[config.mk]
export PLATFORM = sky130hd
export DESIGN_NAME = mc_controller
export DESIGN_NICKNAME = d
export VERILOG_FILES = /design/src/rtl/mc_controller.sv
export SDC_FILE = /design/constraint.sdc
export NUM_CORES = 1
export LEC_CHECK = 0
export BUFFER_PORTS_ARGS = -buffer_cell sky130_fd_sc_hd__buf_2
export CAP_MARGIN = 20
export CELL_PAD_IN_SITES_DETAIL_PLACEMENT = 1
export CELL_PAD_IN_SITES_GLOBAL_PLACEMENT = 1
export CORE_AREA = 10 10 59 61
export CTS_CLUSTER_DIAMETER = 80
export DETAILED_ROUTE_END_ITERATION = 8
export DIE_AREA = 0 0 69 71
export PLACE_DENSITY_LB_ADDON = 0.2
export RECOVER_POWER = 50
export SYNTH_ARGS = -nofsm -noshare
export SYNTH_HDL_FRONTEND = slang
export SYNTH_SLANG_ARGS = --single-unit
[constraint.sdc]
create_clock -name clk -period 2.42 [get_ports clk]
set_input_delay 0.363 -clock clk [delete_from_list [all_inputs] [get_ports clk]]
set_output_delay 0.363 -clock clk [all_outputs]
set_load 0.02 [all_outputs]
[src/rtl/mc_controller.sv]
// rtl/mc_controller.sv - multicycle MIPS main control FSM with ALU decoder and memory-ready stalls
module mc_controller (
  input  logic       clk,
  input  logic       reset,
  input  logic [5:0] op,
  input  logic [5:0] funct,
  input  logic       zero,
  input  logic       mem_ready,
  output logic       pcen,
  output logic       iord,
  output logic       memwrite,
  output logic       irwrite,
  output logic       regdst,
  output logic       memtoreg,
  output logic       regwrite,
  output logic       alusrca,
  output logic [1:0] alusrcb,
  output logic       zeroext,
  output logic [1:0] pcsrc,
  output logic [2:0] alucontrol,
  output logic [3:0] state,
  output logic       illegal
);

  localparam logic [5:0] OP_R    = 6'b000000;
  localparam logic [5:0] OP_LW   = 6'b100011;
  localparam logic [5:0] OP_SW   = 6'b101011;
  localparam logic [5:0] OP_BEQ  = 6'b000100;
  localparam logic [5:0] OP_BNE  = 6'b000101;
  localparam logic [5:0] OP_ADDI = 6'b001000;
  localparam logic [5:0] OP_ANDI = 6'b001100;
  localparam logic [5:0] OP_ORI  = 6'b001101;
  localparam logic [5:0] OP_SLTI = 6'b001010;
  localparam logic [5:0] OP_J    = 6'b000010;

  typedef enum logic [3:0] {
    S_FETCH    = 4'd0,
    S_DECODE   = 4'd1,
    S_MEMADR   = 4'd2,
    S_MEMREAD  = 4'd3,
    S_MEMWB    = 4'd4,
    S_MEMWRITE = 4'd5,
    S_EXECUTE  = 4'd6,
    S_ALUWB    = 4'd7,
    S_BRANCH   = 4'd8,
    S_IEXEC    = 4'd9,
    S_IWB      = 4'd10,
    S_JUMP     = 4'd11
  } state_e;

  state_e     state_q, state_d;
  logic       illegal_q, illegal_d;
  logic [2:0] funct_alu, imm_alu;
  logic       funct_ok, imm_zext;

  // ALU operation decode for R-type funct and I-type opcodes; IR is stable so IWB can re-decode op
  always_comb begin
    funct_ok = 1'b1;
    case (funct)
      6'b100000: funct_alu = 3'b010;
      6'b100010: funct_alu = 3'b110;
      6'b100100: funct_alu = 3'b000;
      6'b100101: funct_alu = 3'b001;
      6'b101010: funct_alu = 3'b111;
      default: begin
        funct_alu = 3'b010;
        funct_ok  = 1'b0;
      end
    endcase
    case (op)
      OP_ANDI: imm_alu = 3'b000;
      OP_ORI:  imm_alu = 3'b001;
      OP_SLTI: imm_alu = 3'b111;
      default: imm_alu = 3'b010;
    endcase
    imm_zext = (op == OP_ANDI) || (op == OP_ORI);
  end

  // Next-state selection; unsupported op or funct aborts to FETCH and raises the sticky flag
  always_comb begin
    state_d   = S_FETCH;
    illegal_d = illegal_q;
    case (state_q)
      S_FETCH:    state_d = mem_ready ? S_DECODE : S_FETCH;
      S_DECODE: begin
        case (op)
          OP_LW, OP_SW:                       state_d = S_MEMADR;
          OP_R:                               state_d = S_EXECUTE;
          OP_BEQ, OP_BNE:                     state_d = S_BRANCH;
          OP_ADDI, OP_ANDI, OP_ORI, OP_SLTI:  state_d = S_IEXEC;
          OP_J:                               state_d = S_JUMP;
          default: begin
            state_d   = S_FETCH;
            illegal_d = 1'b1;
          end
        endcase
      end
      S_MEMADR:   state_d = (op == OP_SW) ? S_MEMWRITE : S_MEMREAD;
      S_MEMREAD:  state_d = mem_ready ? S_MEMWB : S_MEMREAD;
      S_MEMWRITE: state_d = mem_ready ? S_FETCH : S_MEMWRITE;
      S_EXECUTE: begin
        state_d = funct_ok ? S_ALUWB : S_FETCH;
        if (!funct_ok) illegal_d = 1'b1;
      end
      S_IEXEC:    state_d = S_IWB;
      default:    state_d = S_FETCH;
    endcase
  end

  // State and sticky illegal flag; asynchronous active-low reset returns to FETCH
  always_ff @(posedge clk or negedge reset) begin
    if (!reset) begin
      state_q   <= S_FETCH;
      illegal_q <= 1'b0;
    end else begin
      state_q   <= state_d;
      illegal_q <= illegal_d;
    end
  end

  // Moore decode from state; strobes gated by mem_ready/zero and forced low while reset is held
  always_comb begin
    pcen       = 1'b0;
    iord       = 1'b0;
    memwrite   = 1'b0;
    irwrite    = 1'b0;
    regdst     = 1'b0;
    memtoreg   = 1'b0;
    regwrite   = 1'b0;
    alusrca    = 1'b0;
    alusrcb    = 2'b00;
    zeroext    = 1'b0;
    pcsrc      = 2'b00;
    alucontrol = 3'b010;
    case (state_q)
      S_FETCH: begin
        alusrcb = 2'b01;
        irwrite = mem_ready;
        pcen    = mem_ready;
      end
      S_DECODE:   alusrcb = 2'b11;
      S_MEMADR: begin
        alusrca = 1'b1;
        alusrcb = 2'b10;
      end
      S_MEMREAD:  iord = 1'b1;
      S_MEMWB: begin
        memtoreg = 1'b1;
        regwrite = 1'b1;
      end
      S_MEMWRITE: begin
        iord     = 1'b1;
        memwrite = 1'b1;
      end
      S_EXECUTE: begin
        alusrca    = 1'b1;
        alucontrol = funct_alu;
      end
      S_ALUWB: begin
        regdst   = 1'b1;
        regwrite = 1'b1;
      end
      S_BRANCH: begin
        alusrca    = 1'b1;
        alucontrol = 3'b110;
        pcsrc      = 2'b01;
        pcen       = (op == OP_BNE) ? ~zero : zero;
      end
      S_IEXEC: begin
        alusrca    = 1'b1;
        alusrcb    = 2'b10;
        alucontrol = imm_alu;
        zeroext    = imm_zext;
      end
      S_IWB: begin
        regwrite   = 1'b1;
        alucontrol = imm_alu;
        zeroext    = imm_zext;
      end
      S_JUMP: begin
        pcsrc = 2'b10;
        pcen  = 1'b1;
      end
      default: ;
    endcase
    pcen     = pcen & reset;
    irwrite  = irwrite & reset;
    memwrite = memwrite & reset;
    regwrite = regwrite & reset;
  end

  assign state   = state_q;
  assign illegal = illegal_q;

endmodule
==> impl_metrics.env <==
export IMPL_overflow=0
export IMPL_drive_above_1_share_pct=33.33
export IMPL_wl_per_cell_um=15.46
export IMPL_max_vdd_ir_drop_mv=0.3673
export IMPL_core_um2=2387
export IMPL_critPathArrivalTime_ns=1.89
export IMPL_cp_max_fo=8
export IMPL_synth_compound_area_share_pct=20.18
export IMPL_num_rows=18
export IMPL_ys_warn_count=0
export IMPL_ys_seq_area_share_pct=17.54
export IMPL_routed_wl_um=2598
export IMPL_area_growth_pct=31.75
export IMPL_boundaryPins=37
export IMPL_avgSynthCellArea_um2=7.277
export IMPL_synth_xor_area_share_pct=2.456
export IMPL_ys_async_sr_fraction_pct=100.0
export IMPL_tightest_slew_ns=0.3980
export IMPL_relSlewSlack_pct=73.23
export IMPL_fillers=353
export IMPL_synthMuxAreaShare_pct=5.789
export IMPL_synth_edff_count=0
export IMPL_dp_hpwl_um=2174
export IMPL_root_buffer="clkbuf_4"
export IMPL_highest_layer="met4"
export IMPL_max_freq_mhz=443.4
export IMPL_setup_worst_path_start_class="register"
export IMPL_drtAntennaViolNets=0
export IMPL_drcViolationCount=0
export IMPL_hold_violations=0
export IMPL_critPathRequiredTime_ns=2.06
export IMPL_cts_inserted_buffers=3
export IMPL_cts_tree="built"
export IMPL_netlist_instances=98
export IMPL_first_pass_iters=4
export IMPL_synth_top_family_by_area="simple AND/OR/NAND/NOR gates"
export IMPL_numPortBuffers=36
export IMPL_dr_wl_met2_um=1309
export IMPL_finalNonFillerCells=168
export IMPL_setup_viol=0
export IMPL_tns_ns=0
export IMPL_synth_fa_ha_area_share_pct=0
export IMPL_place_congestion=0.8486
export IMPL_antenna_found_initial=0
export IMPL_cts_clk_slew_worst_paths_ns=0.04
export IMPL_synthesis_nets=114
export IMPL_grt_pass1_wl_um=4464
export IMPL_clock_sinks=5
export IMPL_grt_pass1_vias=975
export IMPL_antenna_cells=0
export IMPL_layout_worst_path_cycle_share_pct=93.20
export IMPL_leakage_nw=0.4262
export IMPL_dr_wl_met3_um=166
export IMPL_hp_class="in -> reg"
export IMPL_drt_iter0_drc=44
export IMPL_yosysUniqueCellTypes=35
export IMPL_worstSetupPathType="reg -> out"
export IMPL_met1_length_um=1095
export IMPL_vias=894
export IMPL_synth_seq_cells=5
export IMPL_dp_cells=163
export IMPL_die_h_um=71
export IMPL_nNetsFinal=155
export IMPL_die_area_um2=4899
export IMPL_yosys_most_used_dff="dfrtp_1"
export IMPL_track_usage_pct=10.46
export IMPL_insertion_delay_ns=0.25
export IMPL_start_util_pct=29.87
export IMPL_drv_cap=0
export IMPL_clockBufferDepth=2
export IMPL_clock_skew_ns=0.001289
export IMPL_fin_crit_ns=2.255
export IMPL_slew_viol_final=0
export IMPL_htreeDepth=1
export IMPL_status="completed"
export IMPL_grt_max_degree=14
export IMPL_cp_end_kind="output pin"
export IMPL_power_density_nw_per_um2=812.0
export IMPL_rsz0062_at_grt="false"
export IMPL_synth_simple_area_share_pct=46.67
export IMPL_viasPerCell=5.321
export IMPL_die_width_um=69
export IMPL_syn_area_um2=713.2
-- through the flow --
| stage | power, W | hold slack (ns) | util (%) | instance area [µm²] | worst slack (ns) |
|---|---|---|---|---|---|
| after CTS | 0.0008038 | 0.4745 | 40.51 | 967.2 | 0.1103 |
| after global placement | 0.0006907 | 0.1938 | 38.99 | 930.9 | 0.3808 |
| after detailed placement | 0.0006984 | 0.1962 | 38.99 | 930.9 | 0.3760 |
| final | 0.0007630 | 0.5019 | 39.36 | 939.7 | 0.1646 |
| after floorplan | 0.0005282 | 0.06741 | - | 713.2 | 0.06673 |
| after global routing | 0.0008414 | 0.5300 | 39.36 | 939.7 | 0.03335 |
-- cells in the mapped netlist, types with 3 or more instances --
master / n / area share, %
nand2_1: 5 / 2.6
a21oi_1: 3 / 2.1
o21ai_0: 3 / 2.1
clkbuf_1: 4 / 2.1
nand2b_1: 5 / 4.4
dfrtp_1: 5 / 18
nor2_1: 17 / 8.9
inv_1: 4 / 2.1
mux2i_1: 3 / 4.2
nor3_1: 8 / 5.6
nand3_1: 5 / 3.5
a31oi_1: 4 / 3.5
-- power by group --
| part | switching (W) | total (W) | internal, W |
|---|---|---|---|
| Clock | 0.0000362 | 0.0000987 | 0.0000625 |
| Combinational | 0.000305 | 0.000497 | 0.000192 |
| Sequential | 0.0000618 | 0.000167 | 0.000106 |
-- path summary, 6_finish.rpt --
path	startpoint	depth (start not counted)	to	slack (ns)
worst max register to register	state[0]	5	state[0]	0.38
min in group asynchronous	reset	2	state[2]	0.53
worst min register to register	illegal	1	illegal	0.50
worst min-delay path	op[2]	3	state[3]	0.50
max in group asynchronous	reset	2	state[1]	1.62
worst max-delay path	state[3]	5	alucontrol[0]	0.16
-- area by class of cell --
| class | count | area [µm²] | area share (%) |
|---|---|---|---|
| clock buffers | 4 | 26.28 | 2.796 |
| inverters | 4 | 15.01 | 1.598 |
| well taps | 30 | 37.54 | 3.995 |
| flip-flops and latches | 5 | 126.4 | 13.45 |
| multi-input cells | 83 | 520.5 | 55.39 |
| repair buffers | 42 | 214.0 | 22.77 |
-- timing repair --
action	CTS	global route
setup buffers	0	0
hold endpoints to repair	5	0
resized for setup	0	1
hold buffers	1	0
endpoints found under the setup margin	0	1
-- sequential cells by signal (all words and copies together) (netlist names) --
register,flops
state,4
illegal,1
-- worst max-delay path, stage by stage, from the launching register on --
cell and delay, ns:
dfrtp_1 0.45, nand2b_1 0.32, nor4_1 0.46, a22oi_1 0.15, nand3_1 0.10, buf_2 0.16
-- cell usage in the layout, fill, tap and decap left out, types with 2 or more instances in the layout --
cell type and count:
inv_1 4, nand3_1 5, nand2b_1 5, buf_2 31, nor4b_1 2, a31oi_1 4, or2_2 2, nor4b_2 2
a21oi_1 3, clkbuf_4 3, mux2i_1 3, xnor2_1 2, nor2b_1 2, o21ai_0 3, nor3_1 9, buf_4 3
nand2_1 5, and4_1 2, and3_1 2, clkbuf_1 8, a22oi_1 2, nor2_1 17, dfrtp_1 4
-- kinds of logic (layout without fill, tap and decap cells) --
group,count (synthesis),in the layout
and+or+nand+nor,57,57
AOI/OAI and AO/OA,20,20
buffers and inverters,10,50
DFF,5,5
muxes,4,4
xor gates and xnor gates,2,2
-- layer usage --
layer / GRT usage, % / up-vias
met3: 3.068 / 4
met1: 11.64 / 421
met4: 3.356 / 0
met2: 18.60 / 28
li1: - / 441
met5: 0 / -
No activity file was read; power rests on OpenSTA's default activity.
